<file path="src/rtl/alu_arbiter.sv">
// Two-requester round-robin front end for a single registered ALU stage.
// One operation in flight at a time: IDLE accepts, EXEC evaluates, RESP holds the response until consumed.

module alu #(
  parameter int DATA_WIDTH = 32
) (
  input  logic [2:0]            ctrl,
  input  logic [DATA_WIDTH-1:0] a,
  input  logic [DATA_WIDTH-1:0] b,
  output logic [DATA_WIDTH-1:0] result,
  output logic                  eq,
  output logic                  err
);

  // Opcode decode; reserved opcodes yield zero with the error flag raised
  always_comb begin
    result = {DATA_WIDTH{1'b0}};
    err    = 1'b0;
    eq     = (a == b);
    case (ctrl)
      3'b000:  result = a + b;
      3'b001:  result = a - b;
      3'b010:  result = a & b;
      3'b011:  result = a | b;
      3'b100:  result = a ^ b;
      default: begin
        result = {DATA_WIDTH{1'b0}};
        err    = 1'b1;
      end
    endcase
  end

endmodule

module alu_arbiter #(
  parameter int DATA_WIDTH = 32
) (
  input  logic                  clk,
  input  logic                  rst_n,
  input  logic [1:0]            req_valid,
  output logic [1:0]            req_ready,
  input  logic [2:0]            req0_ctrl,
  input  logic [2:0]            req1_ctrl,
  input  logic [DATA_WIDTH-1:0] req0_a,
  input  logic [DATA_WIDTH-1:0] req1_a,
  input  logic [DATA_WIDTH-1:0] req0_b,
  input  logic [DATA_WIDTH-1:0] req1_b,
  output logic [1:0]            rsp_valid,
  input  logic [1:0]            rsp_ready,
  output logic [DATA_WIDTH-1:0] rsp_result,
  output logic                  rsp_eq,
  output logic                  rsp_err,
  output logic                  busy
);

  typedef enum logic [1:0] {
    IDLE = 2'd0,
    EXEC = 2'd1,
    RESP = 2'd2
  } state_t;

  state_t                  state_r;
  state_t                  state_nxt_s;
  logic                    last_grant_r;
  logic                    grant_s;
  logic                    accept_s;
  logic [2:0]              ctrl_r;
  logic [DATA_WIDTH-1:0]   a_r;
  logic [DATA_WIDTH-1:0]   b_r;
  logic [DATA_WIDTH-1:0]   alu_result_s;
  logic                    alu_eq_s;
  logic                    alu_err_s;
  logic [1:0]              owner_onehot_s;

  alu #(.DATA_WIDTH(DATA_WIDTH)) u_alu (
    .ctrl   (ctrl_r),
    .a      (a_r),
    .b      (b_r),
    .result (alu_result_s),
    .eq     (alu_eq_s),
    .err    (alu_err_s)
  );

  // last_grant_r always names the owner of the transaction in flight
  assign owner_onehot_s = last_grant_r ? 2'b10 : 2'b01;
  assign busy           = (state_r != IDLE);

  // Next-state, arbitration and combinational accept handshake
  always_comb begin
    state_nxt_s = state_r;
    req_ready   = 2'b00;
    accept_s    = 1'b0;
    grant_s     = last_grant_r;
    case (state_r)
      IDLE: begin
        if (req_valid != 2'b00) begin
          // Contention goes to whoever did not win last time
          grant_s            = (req_valid == 2'b11) ? ~last_grant_r : req_valid[1];
          accept_s           = 1'b1;
          req_ready[grant_s] = 1'b1;
          state_nxt_s        = EXEC;
        end else begin
          state_nxt_s = IDLE;
        end
      end
      EXEC: state_nxt_s = RESP;
      RESP: begin
        if (rsp_ready[last_grant_r]) begin
          state_nxt_s = IDLE;
        end else begin
          state_nxt_s = RESP;
        end
      end
      default: state_nxt_s = IDLE;
    endcase
  end

  // State, grant history and operand capture
  always_ff @(posedge clk or negedge rst_n) begin
    if (!rst_n) begin
      state_r      <= IDLE;
      last_grant_r <= 1'b1;
      ctrl_r       <= 3'b000;
      a_r          <= {DATA_WIDTH{1'b0}};
      b_r          <= {DATA_WIDTH{1'b0}};
    end else begin
      state_r <= state_nxt_s;
      if (accept_s) begin
        last_grant_r <= grant_s;
        ctrl_r       <= grant_s ? req1_ctrl : req0_ctrl;
        a_r          <= grant_s ? req1_a    : req0_a;
        b_r          <= grant_s ? req1_b    : req0_b;
      end
    end
  end

  // Response registers: loaded in EXEC, held stable through RESP
  always_ff @(posedge clk or negedge rst_n) begin
    if (!rst_n) begin
      rsp_valid  <= 2'b00;
      rsp_result <= {DATA_WIDTH{1'b0}};
      rsp_eq     <= 1'b0;
      rsp_err    <= 1'b0;
    end else begin
      rsp_valid <= (state_nxt_s == RESP) ? owner_onehot_s : 2'b00;
      if (state_r == EXEC) begin
        rsp_result <= alu_result_s;
        rsp_eq     <= alu_eq_s;
        rsp_err    <= alu_err_s;
      end
    end
  end

endmodule
</file>
<file path="config.mk">
export PLATFORM = sky130hd
export DESIGN_NAME = alu_arbiter
export DESIGN_NICKNAME = d
export VERILOG_FILES = /design/src/rtl/alu_arbiter.sv
export SDC_FILE = /design/constraint.sdc
export NUM_CORES = 1
export LEC_CHECK = 0
export BUFFER_PORTS_ARGS = -buffer_cell sky130_fd_sc_hd__buf_2
export CAP_MARGIN = 5
export CORE_MARGIN = 10
export CORE_UTILIZATION = 24
export CTS_BUF_LIST = sky130_fd_sc_hd__clkbuf_4
export CTS_CLUSTER_DIAMETER = 200
export DETAILED_ROUTE_END_ITERATION = 10
export GPL_TIMING_DRIVEN = 0
export SLEW_MARGIN = 20
export SYNTH_ARGS = -nofsm -noshare
export SYNTH_HDL_FRONTEND = slang
export SYNTH_HIERARCHICAL = 1
export SYNTH_SLANG_ARGS = --single-unit
</file>
<file path="constraint.sdc">
create_clock -name clk -period 5 [get_ports clk]
set_clock_uncertainty 0.15 [all_clocks]
set_input_delay 1 -clock clk [delete_from_list [all_inputs] [get_ports clk]]
set_output_delay 1 -clock clk [all_outputs]
set_load 0.02 [all_outputs]
</file>
==> results.toml <==
[grt]
global_route_wire_length_before_repair_mm = 64.0
top_usage_layer = "met2"
grt_pass1_vias = 10347
globalRouteMet3Util_pct = 2.12
grt_use_total_pct = 16.6
met2_usage_pct = 26.7
globalRouteOverflowTotal = 0
grtUsageMet1_pct = 22.2
grt_start_max_net_pins = 58
grt_antenna_before_repair = 1

[yosys]
yosys_warnings = 6
yosys.cell_count.top_type = "sky130_fd_sc_hd__dfrtp_1"
nets_in_the_synthesized_netlist = 1435
synth.avg_cell_area_sq_um = 8.42
cell_area_after_synthesis_sq_um = 10000
netlist.area_leader.share_pct = 26.2
ys.flop_type = "sky130_fd_sc_hd__dfrtp_1"
synthesis.instances = 1190
seq_area_frac_synth_pct = 26.5
synth_top_area_cell = "sky130_fd_sc_hd__dfrtp_1"
synth_top_cells_by_area = "sky130_fd_sc_hd__dfrtp_1 26%, sky130_fd_sc_hd__ha_1 13%, sky130_fd_sc_hd__a221o_1 7.1%"
synth.distinct_cells = 78
top_cell_types_by_occurrence_after_synthesis = "105 x sky130_fd_sc_hd__dfrtp_1, 103 x sky130_fd_sc_hd__ha_1, 103 x sky130_fd_sc_hd__inv_1"
async_reset_ff_share_pct = 100
synth_enable_flop_cells = 0
ys_ff_latch = 106

[cts]
cts_inserted_buffers = 9
clk_path_buf_depth = 2
cts_tree = "yes"
post-cts-setup-buffer-count = 0
path_clk_slew_ns = 0.16
cts.sink_count = 106
htree_num_levels = 3
cts_repair_resize_count = 0
post_cts_hold_buffers = 0
ctsRootBufferMaster = "sky130_fd_sc_hd__clkbuf_4"
clock_latency_on_the_worst_skew_pair_ns = 0.58

[critical_path]
worst_setup_path_start_kind = "register"
r2r_setup_slack_ns = 0.51
arrival_ns = 4.80
critical_path_required_ns = 5.31
rr_startpoint = "a_r[5]"
timing.reg2reg.worst_path_depth = 12
critPathCaptureType = "register"
regToRegEndpoint = "rsp_result[27]"
crit_type = "register to register"
critPathMaxFanout = 10

[die]
dieArea_sq_um = 50300
ios = 179
dieWidth_um = 224
fp.dieH_um = 224
core_sq_um = 41000
initial_standard_cell_utilization_of_the_core_pct = 24.4
placementRows = 74

[timing]
grt_setup_unrepaired = "no"
worst_slew_pin_slew_ns = 1.11
timing.final.crit_share_pct = 89.8
max_slew_headroom_pct = 25.5
tns_ns = 0
setup-violations-final = 0
min_period_ns = 4.49
final-max-slew-violation-count = 0
number_of_hold_violations_in_the_final_report = 0
fmax_ghz = 0.223

[routing]
avg_wl_per_cell_um = 22.4
detail_route.drc_violations = 0
dr_total_vias = 10372
first_pass_iters = 5
postRouteWirelength_mm = 42.9
avgViaCountPerCell = 5.40
ant_nets = 0
drt_iter0_drc = 1092

[placement]
place_congestion = 0.984
dp_hpwl_mm = 34.7
buffer_ports.inserted = 178

[cells_and_area]
area_growth_syn_to_layout_pct = 17.3
finish.utilization_pct = 28.7
nets = 1625
drive_gt1_share_pct = 19.6

[flow_run]
maxCapViolCount = 0

[hold_path]
hold_path.class = "input pin to async pin"

[outcome]
outcome = "complete, no violations"
[worst max-delay path, stage by stage, from the launching register on]
cell and delay, ns:
sky130_fd_sc_hd__dfrtp_1 0.45, sky130_fd_sc_hd__inv_1 0.06, sky130_fd_sc_hd__ha_1 0.28, sky130_fd_sc_hd__clkbuf_1 0.20, sky130_fd_sc_hd__nor3_1 0.44, sky130_fd_sc_hd__o31ai_1 0.21, sky130_fd_sc_hd__a21oi_1 0.35, sky130_fd_sc_hd__o21ai_0 0.30
sky130_fd_sc_hd__o41ai_1 1.01, sky130_fd_sc_hd__a21oi_1 0.15, sky130_fd_sc_hd__a32o_1 0.25, sky130_fd_sc_hd__a22o_1 0.22, sky130_fd_sc_hd__mux2_2 0.28
[worst max path at each step]
stage	startpoint	cells after the start	slack, ns	end
floorplan	a_r[7]	12	1.37	rsp_result[30]
global placement	a_r[5]	12	0.28	rsp_result[25]
detailed placement	a_r[4]	12	0.37	rsp_result[27]
CTS	a_r[4]	12	0.30	rsp_result[27]
global route	a_r[5]	12	0.23	rsp_result[23]
finish	a_r[5]	12	0.51	rsp_result[27]
[flip-flops by register name, indices dropped and copies added (netlist names)]
signal,flops
a_r,32
b_r,32
ctrl_r,3
last_grant_r,1
rsp_eq,1
rsp_err,1
rsp_result,32
rsp_valid,2
state_r,2
[final cells by class]
class	instances	area [sq um]
Fill cell	4449	29300
Clock buffer	10	75.1
Sequential cell	106	2650
Inverter	105	394
Timing Repair Buffer	179	925
Clock inverter	6	66.3
Multi-Input combinational cell	891	6580
Buffer	88	385
Tap cell	532	666
Antenna cell	2	5.00
[metal layers]
layer | vias to the layer above | part of all wire, %
li1 | 4811 | -
met1 | 4975 | 46
met2 | 513 | 45
met3 | 73 | 6.0
met4 | 0 | 3.1
met5 | - | 0
[per-stage QoR]
| step | worst slack (ns) | hold WS [ns] | cells | instance area, sq um |
|---|---|---|---|---|
| global placement | 0.282 | 0.335 | 1900 | 11600 |
| floorplan | 1.37 | 0.351 | 1190 | 10000 |
| CTS | 0.299 | 0.143 | 1917 | 11700 |
| finish | 0.511 | 0.172 | 1919 | 11800 |
| detailed placement | 0.374 | 0.339 | 1901 | 11600 |
| global route | 0.231 | 0.190 | 1918 | 11800 |
[cells in the final DEF, fill, tap and decap left out, types with 18 or more instances in the layout]
cell                       netlist  routed
sky130_fd_sc_hd__nor2_1         78      78
sky130_fd_sc_hd__a211oi_1       26      26
sky130_fd_sc_hd__dfrtp_1       105     105
sky130_fd_sc_hd__o21ai_0        72      72
sky130_fd_sc_hd__nor3_1         18      18
sky130_fd_sc_hd__a21oi_1        71      71
sky130_fd_sc_hd__o21a_1         74      74
sky130_fd_sc_hd__ha_1          103     103
sky130_fd_sc_hd__mux2_2         36      36
sky130_fd_sc_hd__clkbuf_1       62      62
sky130_fd_sc_hd__buf_2          13     190
sky130_fd_sc_hd__nand2_1        72      72
sky130_fd_sc_hd__a221o_1        71      71
sky130_fd_sc_hd__inv_1         103     103
[cells by family (layout without fill, tap and decap cells)]
kind of cell	count (synthesis)	after routing	synth area share, %
buf+inv	193	388	7.78
flops	106	106	26.5
xor+xnor	6	6	0.525
compound gates	459	459	33.4
simple gates	274	274	13.3
fa+ha+maj	105	105	13.3
mux	47	47	5.15
other cells	0	2	0
Power is not shown: default switching activity piles up to over one toggle a cycle in this logic, so the estimate is an artifact.
